[config.mk]
export PLATFORM = sky130hd
export DESIGN_NAME = svcoeff_loader
export DESIGN_NICKNAME = d
export VERILOG_FILES = /design/src/rtl/svcoeff_loader.sv
export SDC_FILE = /design/constraint.sdc
export NUM_CORES = 1
export LEC_CHECK = 0
export BUFFER_PORTS_ARGS = -buffer_cell sky130_fd_sc_hd__buf_2
export CORE_ASPECT_RATIO = 1.4
export CORE_MARGIN = 4
export CORE_UTILIZATION = 45
export CTS_CLUSTER_DIAMETER = 60
export CTS_CLUSTER_SIZE = 28
export DETAILED_ROUTE_END_ITERATION = 6
export PLACE_DENSITY = 0.77
export SYNTH_ARGS = -nofsm -noshare
export SYNTH_HDL_FRONTEND = slang
export SYNTH_SLANG_ARGS = --single-unit
[constraint.sdc]
create_clock -name clk -period 1.94 [get_ports clk]
set_input_delay 0.388 -clock clk [delete_from_list [all_inputs] [get_ports clk]]
set_output_delay 0.388 -clock clk [all_outputs]
set_load 0.02 [all_outputs]
[src/rtl/svcoeff_loader.sv]
// Loads the SVM coefficient set from a fixed-latency memory into the classifier
// coefficient chain between frames; a frame start during a load aborts it.
module svcoeff_loader #(
    parameter int CWIDTH   = 9,
    parameter int NCOEFF   = 2048,
    parameter int AWIDTH   = $clog2(NCOEFF),
    parameter int MEM_LAT  = 2,
    parameter int AUTOLOAD = 1
) (
    input  logic                     clk,
    input  logic                     reset_n,
    input  logic                     in_fv,
    input  logic                     start,
    output logic                     mem_rd,
    output logic [AWIDTH-1:0]        mem_addr,
    input  logic [CWIDTH-1:0]        mem_rdata,
    output logic signed [CWIDTH-1:0] svcoeff_out,
    output logic                     out_cv,
    output logic                     busy,
    output logic                     done,
    output logic                     loaded,
    output logic                     abort_err,
    output logic                     overrun
);

    localparam int DCW = $clog2(MEM_LAT + 2);
    localparam logic [AWIDTH-1:0] LAST_ADDR  = AWIDTH'(NCOEFF - 1);
    localparam logic [DCW-1:0]    DRAIN_LAST = DCW'(MEM_LAT);

    typedef enum logic [2:0] {
        S_IDLE,
        S_WAIT,
        S_READ,
        S_DRAIN,
        S_DONE
    } state_t;

    state_t              state_q, state_d;
    logic [AWIDTH-1:0]   addr_q;
    logic [DCW-1:0]      drain_q;
    logic [MEM_LAT-1:0]  vsr_q;
    logic                armed_q;
    logic                autoload_pend_q;
    logic                accept;
    logic                abort;
    logic                enter_read;

    always_ff @(posedge clk or negedge reset_n) begin
        if (!reset_n) begin
            state_q <= S_IDLE;
        end else begin
            // NOTE: every sequential block uses <= so all registers update from
            // the same pre-edge values regardless of statement order.
            state_q <= state_d;
        end
    end

    // NOTE: every variable below gets a default first, so no path through the
    // case statement leaves one unassigned and no latch is inferred.
    always_comb begin
        state_d = state_q;
        accept  = 1'b0;
        abort   = 1'b0;
        mem_rd  = (state_q == S_READ);
        busy    = (state_q != S_IDLE);
        done    = (state_q == S_DONE);
        case (state_q)
            S_IDLE: begin
                if (start || autoload_pend_q) begin
                    accept  = 1'b1;
                    state_d = in_fv ? S_WAIT : S_READ;
                end
            end
            S_WAIT: begin
                if (!in_fv) state_d = S_READ;
            end
            S_READ: begin
                if (in_fv) begin
                    abort   = 1'b1;
                    state_d = S_IDLE;
                end else if (addr_q == LAST_ADDR) begin
                    state_d = S_DRAIN;
                end
            end
            S_DRAIN: begin
                if (in_fv) begin
                    abort   = 1'b1;
                    state_d = S_IDLE;
                end else if (drain_q == DRAIN_LAST) begin
                    state_d = S_DONE;
                end
            end
            S_DONE:  state_d = S_IDLE;
            default: state_d = S_IDLE;
        endcase
    end

    assign enter_read = (state_d == S_READ) && (state_q != S_READ);
    assign mem_addr   = addr_q;

    // Address and drain counters; the address saturates at the last coefficient.
    always_ff @(posedge clk or negedge reset_n) begin
        if (!reset_n) begin
            addr_q  <= '0;
            drain_q <= '0;
        end else begin
            if (enter_read) begin
                addr_q <= '0;
            end else if (state_q == S_READ && addr_q != LAST_ADDR) begin
                addr_q <= addr_q + 1'b1;
            end
            if (state_q != S_DRAIN) begin
                drain_q <= '0;
            end else begin
                drain_q <= drain_q + 1'b1;
            end
        end
    end

    // NOTE: the valid pipeline is reset (and flushed on abort) because a stale
    // bit would emit a coefficient nobody requested.
    always_ff @(posedge clk or negedge reset_n) begin
        if (!reset_n) begin
            vsr_q       <= '0;
            svcoeff_out <= '0;
            out_cv      <= 1'b0;
        end else begin
            if (abort) begin
                vsr_q <= '0;
            end else begin
                vsr_q[0] <= mem_rd;
                for (int i = 1; i < MEM_LAT; i++) begin
                    vsr_q[i] <= vsr_q[i-1];
                end
            end
            if (vsr_q[MEM_LAT-1] && !abort) begin
                svcoeff_out <= mem_rdata;
                out_cv      <= 1'b1;
            end else begin
                out_cv <= 1'b0;
            end
        end
    end

    // Status flags; the first clock after reset release arms the autoload request.
    always_ff @(posedge clk or negedge reset_n) begin
        if (!reset_n) begin
            armed_q         <= 1'b0;
            autoload_pend_q <= 1'b0;
            loaded          <= 1'b0;
            abort_err       <= 1'b0;
            overrun         <= 1'b0;
        end else begin
            armed_q <= 1'b1;
            if (accept) begin
                autoload_pend_q <= 1'b0;
            end else if (!armed_q) begin
                autoload_pend_q <= (AUTOLOAD != 0);
            end

            if (accept || abort) begin
                loaded <= 1'b0;
            end else if (state_d == S_DONE) begin
                loaded <= 1'b1;
            end

            if (accept) begin
                abort_err <= 1'b0;
            end else if (abort) begin
                abort_err <= 1'b1;
            end

            if (accept) begin
                overrun <= 1'b0;
            end else if (start && busy) begin
                overrun <= 1'b1;
            end
        end
    end

endmodule

==> qor.csv <==
stage,metric,value,unit
sta,Slew headroom,53.7,%
finish,fillers,277,
drt,routed vias/inst,5.40,
floorplan,Initial Util,46.9,%
finish,FF+latch area,826,sq um
critical_path,Critical Path Sink Type,output pin,
drt,Iter 0 DRT Violations,21,
grt,vias in the first global route,1116,
critical_path,"Max FO, Critical Path",9,
finish,footprint of the multi-input gates,581,sq um
placed_design,post-DP HPWL,2.25,mm
sta,Worst-Margin Slew,0.694,ns
synthesis,area share of the largest cell type after synthesis,56.4,%
grt,first-pass GRT wire length,4.89,mm
critical_path,worst reg2reg path depth,5,
floorplan,Die W,56.2,um
placed_design,placed cells,210,
sta,Final Skew,0.00840,ns
synthesis,cell taking the most area after synthesis,dfrtp_1,
drt,routed len/inst,13.5,um
synthesis,Async SR Flop Fraction,100,%
critical_path,Worst path max stage delay,0.51,ns
synthesis,post-synthesis cell count,132,
cts,clock slew at reported path FFs,0.07,ns
sta,Finish-stage setup viols,0,
floorplan,Ports,40,
cts,clock latency on the worst-skew pair,0.29,ns
floorplan,Die Y,75.5,um
run_status,status,"complete, no violations",
critical_path,Crit Path Class,flop to output pin,
drt,routed wire length,2.95,mm
grt,initial antenna violation count,0,
critical_path,Worst path slowest cell,or3b_1,
synthesis,yosys warns,0,
finish,fraction of layout cells with a size suffix above 1,35.2,%
placed_design,GPL Wtd Cong,0.874,
finish,Synth-to-Final Area Change,26.6,%
synthesis,syn avg cell area,11.1,sq um
cts,clk sink count,33,
synthesis,Synth Register Bits,33,
grt,total congestion overflow,0,
finish,diode count,0,
critical_path,Worst Setup Start Kind,flop,
synthesis,sequential area share after synthesis,56.4,%
critical_path,worst r2r dst,mem_addr[5]$_DFFE_PN0P_,
critical_path,Crit Reg-Reg Startpoint,state_q[0]$_DFF_PN0_,
sta,max-slew violation count,0,
cts,CTS H-tree depth,2,
sta,RSZ-0062 raised after global routing,false,
pwr,VDD IR max,1140,uV
critical_path,CP arrival,1.49,ns
finish,Final nets,193,
critical_path,Required @ worst endpoint,1.55,ns
synthesis,area of the mapped netlist,1460,sq um
critical_path,crit path cell chain,or3b_1 > clkinv_8 > buf_2,
cts,CTS tree,done,
critical_path,Buf/Inv on CP,2,
placed_design,IO Port Bufs,39,
drt,DRC viols,0,
sta,Max Fclk,533,MHz
drt,Vias,1178,
floorplan,Core Area,3120,sq um
drt,DR pass1 iterations,4,
synthesis,ys flop type,dfrtp_1,
cts,# Post-CTS Setup Buffers,0,
grt,largest net degree at the start of global routing,34,
cts,hold-fix buffer count after cts,0,
sta,Fin. Hold Viols,0,
min_path,min-delay worst type,input port to async pin,
synthesis,"top cells by area, synth","dfrtp_1 (56%), mux2_2 (6.9%), nor2_1 (3.3%)",
cts,Post-CTS Resized,0,
cts,CTS max path bufs,2,
pwr,Leakage,0.913,nW
grt,GRT Overall Usage,15.0,%
sta,Final Cycle Share,96.7,%
synthesis,Synth Net Count,147,
finish,Layout Cells excl Fill,218,
cts,clk root buf,clkbuf_8,
synthesis,synth unique cells,37,
floorplan,row count,24,
critical_path,cell family with most CP delay,simple AND/OR/NAND/NOR gates,
floorplan,die footprint,4240,sq um
pwr,Power per Cell Area,1380,nW/um^2
cts,CTS Buf Count,5,
critical_path,Worst R2R Setup Slack,0.18,ns
sta,"Min Clock Period, post-route",1.88,ns
flow_run,Max-cap violations,0,
drt,Final ANT Viol Nets,0,
sta,setup TNS,0,ns
synthesis,"EDFF count, synth",0,
==> area by class of cell <==
cell class              count  share of cell area [%]
flip-flops and latches     33                    44.6
multi-input cells          89                    31.3
repair buffers             43                    12.2
clock buffers               5                    3.71
clock inverters             3                    3.71
well taps                  39                    2.63
inverters                   6                    1.89
==> cells by family (layout without fill, tap and decap cells) <==
kind of cell | Yosys count | in the layout | synth area share (%)
and+or+nand+nor | 50 | 50 | 18.5
adders and majority gates | 2 | 2 | 1.71
AOI/OAI and AO/OA | 26 | 26 | 11.6
DFF | 33 | 33 | 56.4
buffers and inverters | 10 | 57 | 3.93
other | 1 | 1 | 0.256
muxes | 10 | 10 | 7.61
==> Yosys cell counts (3+ instances only) <==
cell type,n
nand3_1,5
or3_1,3
nand2_1,9
nor2_1,13
mux2_2,9
dfrtp_1,33
a21oi_1,8
o31ai_1,3
and3_1,3
inv_1,5
o21ai_0,4
nor3_1,4
clkbuf_1,3
==> placed cells by master (no fill, tap or decap), types with 3 or more instances in the layout <==
cell	Yosys	routed
o31ai_1	3	3
mux2_2	9	9
buf_2	0	39
nor2_1	13	13
nand2_1	9	9
o21ai_0	4	4
nor3_1	4	4
and3_1	3	3
buf_4	0	4
inv_1	5	5
clkbuf_8	0	5
dfrtp_1	33	33
a21oi_1	8	8
or3_1	3	3
nand3_1	5	5
==> metrics by stage <==
| stage | instance area (sq um) | total power, W | setup WS [ns] | utilization (%) | hold slack, ns |
|---|---|---|---|---|---|
| final | 1850 | 0.00256 | 0.0631 | 59.3 | 0.144 |
| after global routing | 1850 | 0.00271 | 0.00928 | 59.3 | 0.195 |
| after CTS | 1850 | 0.00260 | 0.0526 | 59.3 | 0.164 |
| after detailed placement | 1720 | 0.00182 | 0.176 | 54.9 | 0.418 |
| after global placement | 1720 | 0.00179 | 0.234 | 54.9 | 0.413 |
| after floorplan | 1460 | 0.00154 | 0.256 | - | 0.0924 |
==> sequential cells by signal, indices dropped and copies added (netlist names) <==
name and flops:
state_q 3, autoload_pend_q 1, mem_addr 11, overrun 1
svcoeff_out 9, vsr_q 2, drain_q 2, armed_q 1
loaded 1, out_cv 1, abort_err 1
==> worst max path at each step <==
stage                                    to  cells after the start            startpoint
floorplan           mem_addr[5]$_DFFE_PN0P_                      6  state_q[0]$_DFF_PN0_
global placement    mem_addr[5]$_DFFE_PN0P_                      5  state_q[0]$_DFF_PN0_
detailed placement  mem_addr[5]$_DFFE_PN0P_                      5  state_q[0]$_DFF_PN0_
CTS                                  mem_rd                      3  state_q[0]$_DFF_PN0_
global route                         mem_rd                      3  state_q[0]$_DFF_PN0_
finish                               mem_rd                      3  state_q[0]$_DFF_PN0_
==> where the power goes <==
part / total (W) / switching [W] / leakage, nW / internal, W
clock network: 0.000769 / 0.000252 / 0.0687 / 0.000517
registers: 0.000986 / 0.000113 / 0.427 / 0.000873
logic: 0.000807 / 0.000496 / 0.418 / 0.000311
==> metal layers <==
metal	part of all wire, %	GRT usage (%)
met2	54	27.0
met5	0	0
met3	6.0	4.75
met1	38	16.0
met4	2.1	7.65
No activity file was read; power rests on OpenSTA's default activity.
